--- src/rtl/periph_bus_arb.sv ---
// Round-robin arbiter sharing one combinational peripheral register port between two requesters,
// with a one-transaction-at-a-time req/ack handshake and a bounded lock for read-modify-write chains.
module periph_bus_arb #(
  parameter int ADDR_W   = 32,
  parameter int DATA_W   = 32,
  parameter int LOCK_MAX = 4
) (
  input  logic              clk,
  input  logic              rst_n,
  input  logic              m0_req_i,
  input  logic              m0_we_i,
  input  logic              m0_lock_i,
  input  logic [ADDR_W-1:0] m0_addr_i,
  input  logic [DATA_W-1:0] m0_wdata_i,
  output logic              m0_ack_o,
  output logic [DATA_W-1:0] m0_rdata_o,
  input  logic              m1_req_i,
  input  logic              m1_we_i,
  input  logic              m1_lock_i,
  input  logic [ADDR_W-1:0] m1_addr_i,
  input  logic [DATA_W-1:0] m1_wdata_i,
  output logic              m1_ack_o,
  output logic [DATA_W-1:0] m1_rdata_o,
  output logic              wr_en_o,
  output logic [ADDR_W-1:0] addr_o,
  output logic [DATA_W-1:0] wdata_o,
  input  logic [DATA_W-1:0] rdata_i
);

  localparam int CNT_W = $clog2(LOCK_MAX) + 1;
  localparam logic [CNT_W-1:0] CHAIN_LAST = CNT_W'(LOCK_MAX - 1);

  typedef enum logic [1:0] {IDLE, ACCESS, DONE} state_t;

  state_t            state, state_nxt;
  logic              last_grant, last_grant_nxt;  // 0 = m0, 1 = m1
  logic              owner, owner_nxt;
  logic              cmd_we, cmd_we_nxt;
  logic [ADDR_W-1:0] cmd_addr, cmd_addr_nxt;
  logic [DATA_W-1:0] cmd_wdata, cmd_wdata_nxt;
  logic [CNT_W-1:0]  lock_cnt, lock_cnt_nxt;
  logic              latch_cmd;
  logic              sel;
  logic              owner_req, owner_lock;

  assign owner_req  = owner ? m1_req_i  : m0_req_i;
  assign owner_lock = owner ? m1_lock_i : m0_lock_i;

  always_comb begin
    // NOTE: every signal written here gets a default first, so no path leaves one unassigned (no latches).
    state_nxt      = state;
    last_grant_nxt = last_grant;
    owner_nxt      = owner;
    lock_cnt_nxt   = lock_cnt;
    cmd_we_nxt     = cmd_we;
    cmd_addr_nxt   = cmd_addr;
    cmd_wdata_nxt  = cmd_wdata;
    latch_cmd      = 1'b0;
    sel            = owner;

    case (state)
      IDLE: begin
        if (m0_req_i || m1_req_i) begin
          // On a tie the master that did not win last time gets the port.
          sel            = (m0_req_i && m1_req_i) ? ~last_grant : ~m0_req_i;
          latch_cmd      = 1'b1;
          owner_nxt      = sel;
          last_grant_nxt = sel;
          state_nxt      = ACCESS;
        end
      end
      ACCESS: state_nxt = DONE;
      DONE: begin
        if (owner_lock && owner_req && (lock_cnt < CHAIN_LAST)) begin
          lock_cnt_nxt = lock_cnt + CNT_W'(1);
          latch_cmd    = 1'b1;
          state_nxt    = ACCESS;
        end else begin
          lock_cnt_nxt = '0;
          state_nxt    = IDLE;
        end
      end
      default: state_nxt = IDLE;
    endcase

    if (latch_cmd) begin
      cmd_we_nxt    = sel ? m1_we_i    : m0_we_i;
      cmd_addr_nxt  = sel ? m1_addr_i  : m0_addr_i;
      cmd_wdata_nxt = sel ? m1_wdata_i : m0_wdata_i;
    end
  end

  // NOTE: sequential state uses non-blocking assignments so every register samples pre-edge values.
  always_ff @(posedge clk or negedge rst_n) begin
    if (!rst_n) begin
      state      <= IDLE;
      last_grant <= 1'b1;
      owner      <= 1'b0;
      lock_cnt   <= '0;
      cmd_we     <= 1'b0;
      cmd_addr   <= '0;
      cmd_wdata  <= '0;
    end else begin
      state      <= state_nxt;
      last_grant <= last_grant_nxt;
      owner      <= owner_nxt;
      lock_cnt   <= lock_cnt_nxt;
      cmd_we     <= cmd_we_nxt;
      cmd_addr   <= cmd_addr_nxt;
      cmd_wdata  <= cmd_wdata_nxt;
    end
  end

  // Read data is captured at the end of the access cycle and held until the owner's next read.
  always_ff @(posedge clk or negedge rst_n) begin
    if (!rst_n) begin
      m0_rdata_o <= '0;
      m1_rdata_o <= '0;
    end else if (state == ACCESS && !cmd_we) begin
      if (owner) m1_rdata_o <= rdata_i;
      else       m0_rdata_o <= rdata_i;
    end
  end

  // Decoded straight from the state register so reset drops them without waiting for an edge.
  assign wr_en_o  = (state == ACCESS) && cmd_we;
  assign m0_ack_o = (state == DONE) && !owner;
  assign m1_ack_o = (state == DONE) && owner;
  assign addr_o   = cmd_addr;
  assign wdata_o  = cmd_wdata;

endmodule

--- config.mk ---
export PLATFORM = sky130hd
export DESIGN_NAME = periph_bus_arb
export DESIGN_NICKNAME = d
export VERILOG_FILES = /design/src/rtl/periph_bus_arb.sv
export SDC_FILE = /design/constraint.sdc
export NUM_CORES = 1
export LEC_CHECK = 0
export CAP_MARGIN = 20
export CORE_ASPECT_RATIO = 0.6
export CORE_MARGIN = 4
export CORE_UTILIZATION = 36
export CTS_CLUSTER_DIAMETER = 120
export DETAILED_ROUTE_END_ITERATION = 7
export PLACE_DENSITY = 0.76
export SYNTH_ARGS = -nofsm -noshare
export SYNTH_HDL_FRONTEND = slang
export SYNTH_SLANG_ARGS = --single-unit
--- constraint.sdc ---
create_clock -name clk -period 2.05 [get_ports clk]
set_clock_uncertainty 0.1 [all_clocks]
set_input_delay 0.41 -clock clk [delete_from_list [all_inputs] [get_ports clk]]
set_output_delay 0.41 -clock clk [all_outputs]
set_load 0.02 [all_outputs]
# Yosys cells after proc, flatten, opt, wreduce, memory -nomap -nowiden
# Index checks and enable logic that the tools add are counted.
[classes]
add_sub_neg = 1
n_lt_le_gt_ge = 1
n_eq_ne = 3
mux = 15
n_bitwise = 3
n_reduce_logical = 14
[op_table]
columns = ["operator", "n"]
rows = [
  ["two-way mux 32 bit", 2],
  ["two-way mux 1 bit", 9],
  ["logical AND 1 bit", 7],
  ["one-hot mux 2 bit (3 select lines)", 1],
  ["AND reduction 2 bit", 3],
  ["adder 3 x 1 -> 3 bit, second input constant", 1],
  ["< comparator 3 x 2 -> 1 bit, second input constant", 1],
  ["two-way mux 3 bit", 1],
  ["inverter 1 bit", 3],
  ["equality test 2 x 1 -> 1 bit, second input constant", 1],
  ["equality test 2 bit, second input constant", 1],
  ["logical NOT 1 bit", 2],
  ["logical NOT 2 bit", 1],
  ["two-way mux 2 bit", 1],
  ["!= test 2 bit, second input constant", 1],
  ["one-hot mux 1 bit (2 select lines)", 1],
  ["logical OR 1 bit", 1],
]
[word_totals]
regBits = 136
input_bits = 168
output_inout_bits = 131

# Depth between registers and ports, before layout
# Gate-level depths: netlist of run 1.
[depth]
ltp_word = 5
mapped_depth = 6

# Least setup slack after synthesis of run 1
# Ideal clock, no wire load.
[synth_timing]
path_kind = "register to register"
start = "reg state[1]"
end = "reg cmd_wdata[10] (netlist: wdata_o[10])"
arrival_ps = 2019
t_required_ps = 1823
path_slack_ps = -196
path_stages_with_launch = 7
synth_period_minus_slack_ps = 2246
cell_sequence = "dfrtp_1 > or3b_2 > o22ai_2 > buf_4 > buf_2 > mux2_2 > mux2_1"
[synth_between]
elab_chain_len = 3
[synth_rtl]
columns = ["item", "line_no", "text"]
rows = [
  ["from (decl)", "35", "state_t state, state_nxt;"],
  ["from (signal assigned)", "104", "state <= state_nxt;"],
  ["logical NOT 2 bit", "61", "case (state)"],
  ["two-way mux 1 bit", "61", ""],
  ["two-way mux 32 bit", "89", "cmd_wdata_nxt = sel ? m1_wdata_i : m0_wdata_i;"],
  ["to (signal assigned)", "110", "cmd_wdata <= cmd_wdata_nxt;"],
  ["to (decl)", "40", "logic [DATA_W-1:0] cmd_wdata, cmd_wdata_nxt;"],
]
# Several ways; a longest one is shown, not always the timed one.
# A chain may end at the register's enable or synchronous reset.

# Final worst setup path of run 1
[layout_timing]
start = "reg state[0]"
end = "reg cmd_addr[2] (netlist: addr_o[2])"
[layout_between]
elab_chain_len = 3
[layout_rtl]
columns = ["item", "line_no", "text"]
rows = [
  ["logical NOT 2 bit", "61", ""],
  ["two-way mux 1 bit", "61", ""],
  ["two-way mux 32 bit", "88", "cmd_addr_nxt = sel ? m1_addr_i : m0_addr_i;"],
  ["to (signal assigned)", "109", "cmd_addr <= cmd_addr_nxt;"],
  ["to (decl)", "39", "logic [ADDR_W-1:0] cmd_addr, cmd_addr_nxt;"],
]
# Several ways; a longest one is shown, not always the timed one.

==> impl_metrics.toml, run 1 <==
[sta]
hold_viol_final = 0
max_clock_freq_mhz = 439
setup_violations = 65
rsz0062_at_grt = "yes"
worstMarginPinSlew_ps = 453
final_max_slew_viol_count = 0
period_needed_ps = 2280
layout_setup_ws_ps = -229
fin_crit_sh_pct = 111
max_slew_margin_pct = 69.8

[logic_synthesis]
synth_fp_nets = 543
yosysTopAreaCellShare_pct = 57.1
synth.distinct_cells = 23
yosysMostFrequentCell = "mux2_2"
ys_seq_area_share_pct = 57.5
async_flop_share_pct = 100
avgSynthCellArea_sq_um = 15.8
netlist_instances = 374
yosys.area.top_type = "dfrtp_1"
synth_area_sq_um = 5920
ys_top_cells_by_area = "dfrtp_1 (57%), mux2_2 (33%), mux2_1 (4.6%)"
yosys_warnings = 0
ys_ff_latch = 136
synth_common_cells = "mux2_2 (172), dfrtp_1 (135), mux2_1 (24)"
synth_edf_count = 0
synth_ff_type = "dfrtp_1"

[grt]
overflow = 0
grt_max_degree = 46
grt_antenna_before_repair = 0
grt_pass1_wl_um = 31200
grt_usage_pct = 21.5
grt_pass1_vias = 5288

[run]
cap_violations = 0

[clocking]
cts_tree = "done"
cts_buffers = 17
clk_pin_slew_worst_paths_ps = 70
clk_latency_ps = 400
clockBufferDepth = 2
cts.sinks = 136
root_buffer = "clkbuf_16"
h-tree-depth = 4

[critical_path]
cp-start-kind = "flop"
path_class = "flop to flop"
reg2reg_slack_ps = -230
crit_fanout = 5
critPathLaunch = "state[0]"
regToRegStartpoint = "state[0]"
worst_setup_path_end_kind = "flop"
arrival_ps = 2470
required_ps = 2240

[finish]
drive_above_1_share_pct = 39.8
fillCellCount = 1019
nets = 893
instances_no_fill = 940
area_delta_synth_final_pct = 86.0
diodes = 0

[pwr]
ir_drop_mv = 0.931
cellLeakagePower_nw = 4.84
seq_power_share_pct = 24.0
switchingPower_mw = 7.11
clkPwrFrac_pct = 15.0
combPwrFrac_pct = 61.0
p_sw_share_pct = 34.9
intPower_mw = 13.2
powerDensity_nw_per_um2 = 1850
finalPower_mw = 20.3

[placed_design]
numPortBuffers = 298
finalWeightedCongestion = 0.779
hpwl_um = 13100
dp_cells = 873

[floorplan]
die_h_um = 107
die-area_sq_um = 18600
start_util_pct = 37.6
core_area_sq_um = 15700
num_io_pins = 299
fp.dieW_um = 174
num_rows = 35

[detailed_routing]
detail-route-antenna-nets = 0
drc_errors = 0
drt_first_pass_iters = 4
vias = 4529
wl_per_cell_um = 22.0
vias_per_cell = 4.82
wl_um = 20700
dr.first_iter.drc_count = 248

[hold_path]
hold_class = "input port to async pin"

[status]
failed_checks = "negative setup slack"
run_status = "finished, violations left"
-- sequential cells by signal, indices dropped and copies added, names as in the netlist --
register    count
wdata_o        32
cmd_we          1
owner           1
m1_rdata_o     32
state           2
lock_cnt        3
last_grant      1
addr_o         32
m0_rdata_o     32
-- per-stage QoR --
step / setup WS [ps] / utilization, % / area (sq um) / TNS (ps) / hold WS, ps
after global routing: -273 / 70.0 / 11000 / -14410 / 414
final: -229 / 70.0 / 11000 / -11380 / 406
after CTS: -178 / 69.0 / 10800 / -8570 / 407
after floorplan: -26.9 / - / 5950 / -635 / 14.4
after detailed placement: -656 / 59.1 / 9280 / -39310 / 276
after global placement: -589 / 59.1 / 9280 / -36040 / 273
-- critical path: stages (launching register included) --
cell and delay (ps):
dfrtp_1 390, or3b_4 420, o22ai_4 200, buf_6 180, buf_12 150, clkbuf_16 160
mux2_4 300, mux2_4 250
-- cell families after synthesis --
logic type,synth area share (%)
muxes,37.3
and+or+nand+nor,1.61
adders and majority gates,0.211
buffers and inverters,2.45
DFF,57.5
AOI/OAI and AO/OA,0.888
-- cells in the final DEF (no fill, tap or decap), types with 2 or more instances in the layout --
| cell type | Yosys | routed |
|---|---|---|
| a22o_1 | 2 | 2 |
| buf_12 | 0 | 15 |
| buf_16 | 0 | 13 |
| buf_2 | 11 | 3 |
| buf_4 | 5 | 15 |
| buf_6 | 4 | 4 |
| buf_8 | 0 | 2 |
| clkbuf_16 | 0 | 21 |
| clkdlybuf4s50_1 | 0 | 292 |
| clkinv_4 | 0 | 2 |
| dfrtp_1 | 135 | 134 |
| dlygate4sd2_1 | 0 | 2 |
| inv_1 | 2 | 2 |
| inv_6 | 0 | 7 |
| inv_8 | 0 | 3 |
| mux2_2 | 172 | 80 |
| mux2_4 | 0 | 116 |
| nor2_1 | 3 | 3 |
| nor2b_1 | 2 | 2 |
| nor3b_4 | 0 | 3 |
-- final timing paths --
check / cells after the start / to
max: 7 / addr_o[2]
min: 2 / wdata_o[14]
max reg2reg: 7 / addr_o[2]
min reg2reg: 1 / m0_rdata_o[22]
max in group asynchronous: 3 / m0_rdata_o[2]
min in group clk: 1 / m0_rdata_o[22]
-- power groups by stage --
stage	combinational, mW	clock [mW]	sequential [mW]
2_1_floorplan	3.55	0	6.43
3_3_place_gp	8.83	0	4.77
3_5_place_dp	9.01	0	4.87
4_1_cts	12.0	3.10	4.87
5_1_grt	12.9	3.23	5.05
6_report	12.4	3.05	4.89
-- timing repair --
action / CTS / global route
endpoints found under the hold margin: 40 / 0
setup buffers: 19 / 1
gates cloned: 14 / 4
gates resized for setup: 127 / 31
hold buffers: 1 / 0
pin swaps: 4 / 4
setup endpoints to repair: 68 / 66
-- final cells by class --
| type | count | area, sq um | area share (%) |
|---|---|---|---|
| multi-input combinational | 216 | 2850 | 25.9 |
| sequential | 136 | 3410 | 30.9 |
| inverter | 2 | 7.51 | 0.0682 |
| clock buffer | 17 | 425 | 3.86 |
| timing repair buffer | 351 | 3910 | 35.5 |
| tap | 203 | 254 | 2.31 |
| clock inverter | 15 | 155 | 1.41 |
-- per-layer routing --
| metal | vias to the layer above | track usage [%] | wire length [um] |
|---|---|---|---|
| met1 | 2289 | 25.8 | 8760 |
| met3 | 8 | 7.93 | 1590 |
| met2 | 176 | 37.6 | 10200 |
| li1 | 2056 | - | - |
| met4 | 0 | 4.04 | 107 |
| met5 | - | 0 | 0 |
(Power assumes the default switching activity.)
==> inputs of run 2 (changes only) <==
ABC_AREA = 1   (was unset)
CORE_UTILIZATION = 38   (was 36)
PLACE_DENSITY = 0.78   (was 0.76)
==> run 2 against run 1 <==
  * The flow now finishes without violations
  * Non-clock buffer count fell by 26
  * Clock power barely moved
  * Area after synthesis rose by 9.2%
  * Final area fell by 5.2%
  * Worst hold slack got worse by 25 ps
  * Critical path depth fell by 6
  * Combinational power fell by 24%
  * Total power fell by 15%
  * Global-route usage rose by 0.62 points
  * Sequential power fell by 0.8%
  * Register-to-register slack improved by 550 ps
  * Maximum frequency rose by 18%
==> impl_metrics.toml, run 2 <==
[finish]
stdcell_area_sq_um = 10400
area_delta_synth_final_pct = 61.6
fillCellCount = 1388
multi_input_area_sq_um = 2190
diodes = 0
final-seq-area_sq_um = 3400
most-common-layout-cells = "clkdlybuf4s50_1 (294), nand2_1 (202), nand3_1 (197)"
nets = 1302
instances_no_fill = 1373
drive_above_1_share_pct = 6.03
layout_commonest_cell = "clkdlybuf4s50_1"

[critical_path]
required_ps = 1540
crit_fanout = 2
path_class = "flop to primary output"
slowest_stage = "clkdlybuf4s50_1"
cpPeakStageDelay_ps = 650
worst_setup_path_end_kind = "primary output"
cp-start-kind = "flop"
crit_chain = "clkdlybuf4s50_1"
arrival_ps = 1430
critPathBufInv = 1
path_delay_family = "buffers and inverters"

[logic_synthesis]
synth_fp_nets = 1012
ys_seq_area_share_pct = 52.7
yosys.area.top_type = "dfrtp_1"
synth_edf_count = 0
synth_common_cells = "nand2_1 (206), nand3_1 (199), inv_1 (171)"
yosysMostFrequentCell = "nand2_1"
async_flop_share_pct = 100
ys_ff_latch = 136
synth.distinct_cells = 15
ys_top_cells_by_area = "dfrtp_1 (52%), nand3_1 (15%), nand2_1 (12%)"
synth_area_sq_um = 6460
avgSynthCellArea_sq_um = 7.66
yosys_warnings = 0
yosysTopAreaCellShare_pct = 52.3
netlist_instances = 843
synth_ff_type = "dfrtp_1"

[placed_design]
hpwl_um = 15600
dp_cells = 1341
numPortBuffers = 298
placed_area_sq_um = 9850
finalWeightedCongestion = 0.843

[grt]
overflow = 0
grt_pass1_vias = 6498
grt_antenna_before_repair = 0
grt_max_degree = 65
grt_pass1_wl_um = 33500
grt_usage_pct = 22.1

[clocking]
cts_tree = "done"
clk_latency_ps = 400
cts.sinks = 136
root_buffer = "clkbuf_16"
cts_buffers = 17
cts_setup_buffers = 0
clk_pin_slew_worst_paths_ps = 60
h-tree-depth = 4
clockBufferDepth = 2

[detailed_routing]
wl_um = 21400
detail-route-antenna-nets = 0
vias = 6560
drt_first_pass_iters = 5
dr.first_iter.drc_count = 490
drc_errors = 0
wl_per_cell_um = 15.6
vias_per_cell = 4.78

[sta]
setup_violations = 0
period_needed_ps = 1940
fin_crit_sh_pct = 94.5
final_max_slew_viol_count = 0
hold_viol_final = 0
worstMarginPinSlew_ps = 444
max_clock_freq_mhz = 516
max_slew_margin_pct = 70.4
rsz0062_at_grt = "no"

[floorplan]
start_util_pct = 39.3
die_h_um = 109
die-area_sq_um = 19200
num_rows = 36
core_area_sq_um = 16400
fp.dieW_um = 176
num_io_pins = 299

[run]
cap_violations = 0

[hold_path]
hold_class = "flop to flop"

[pwr]
ir_drop_mv = 0.826
cellLeakagePower_nw = 5.33
powerDensity_nw_per_um2 = 1660

[status]
run_status = "finished clean"
run 2: cell types whose count changed in the layout (fill, tap and decap cells not counted), sizes merged, moves of 3 or more:
cell,previous run,this run
nand2,0,206
nand3,1,201
mux2,196,0
inv,12,178
o21ai,0,67
buf,52,27
clkinvlp,1,5
clkinv,3,0
nor3b,3,0
run 2: cell families (layout without fill, tap and decap cells):
| group | after synthesis | in the layout | share of synthesized area (%) |
|---|---|---|---|
| DFF | 136 | 136 | 52.7 |
| adders and majority gates | 1 | 1 | 0.194 |
| and+or+nand+nor | 413 | 413 | 28.1 |
| buffers and inverters | 225 | 527 | 13.7 |
| AOI/OAI and AO/OA | 68 | 68 | 5.31 |
run 2: final timing paths:
check / slack (ps) / end / depth (start not counted) / startpoint
max: 110 / wdata_o[22] / 1 / wdata_o[22]
min: 380 / m0_rdata_o[5] / 2 / m0_rdata_o[5]
max reg2reg: 320 / addr_o[21] / 7 / state[1]
min reg2reg: 380 / m0_rdata_o[5] / 2 / m0_rdata_o[5]
max in group asynchronous: 880 / addr_o[6] / 3 / rst_n
min in group asynchronous: 390 / m1_rdata_o[24] / 2 / rst_n
run 2: stage by stage:
step	total power [mW]	TNS, ps	setup WS [ps]	hold slack (ps)	utilization [%]
final	17.3	0	113	381	63.5
after CTS	17.5	0	14.3	386	63.5
after floorplan	9.71	0	534	14.4	-
after global placement	14.1	0	27.8	271	59.9
after global routing	18.5	0	38.7	402	63.5
after detailed placement	14.3	-514	-31.3	276	59.9
run 2: final cells by class:
cell class | instances | share of cell area (%)
clock buffer | 17 | 4.08
tap | 228 | 2.73
multi-input combinational | 482 | 21.0
inverter | 171 | 6.15
sequential | 136 | 32.6
timing repair buffer | 325 | 31.9
clock inverter | 14 | 1.57
run 2: worst reg2reg max path, stage by stage (launching register included):
cell	delay (ps)
dfrtp_1	410
nor2_1	250
nand3_2	210
nand2_2	220
buf_12	210
nand2_1	90
nand3_1	80
nand2_1	50
run 2: layer usage:
metal | part of all wire (%) | GRT usage, % | up-vias
met1 | 42 | 28.8 | 3065
met4 | 1.4 | 6.06 | 0
met2 | 47 | 35.4 | 284
li1 | - | - | 3184
met3 | 9.7 | 7.69 | 27
met5 | 0 | 0 | -
run 2: power by group:
part / leakage (nW) / switching (mW) / internal (mW)
logic: 3.41 / 5.28 / 4.09
clock network: 0.273 / 1.26 / 1.82
registers: 1.65 / 0.772 / 4.08
run 2: what timing repair did:
action                                  4_1_cts  5_1_grt
hold endpoints to repair                     36        0
gates cloned                                  0        0
gates resized for setup                       5        2
endpoints found under the setup margin        3        2
hold buffers                                  1        0
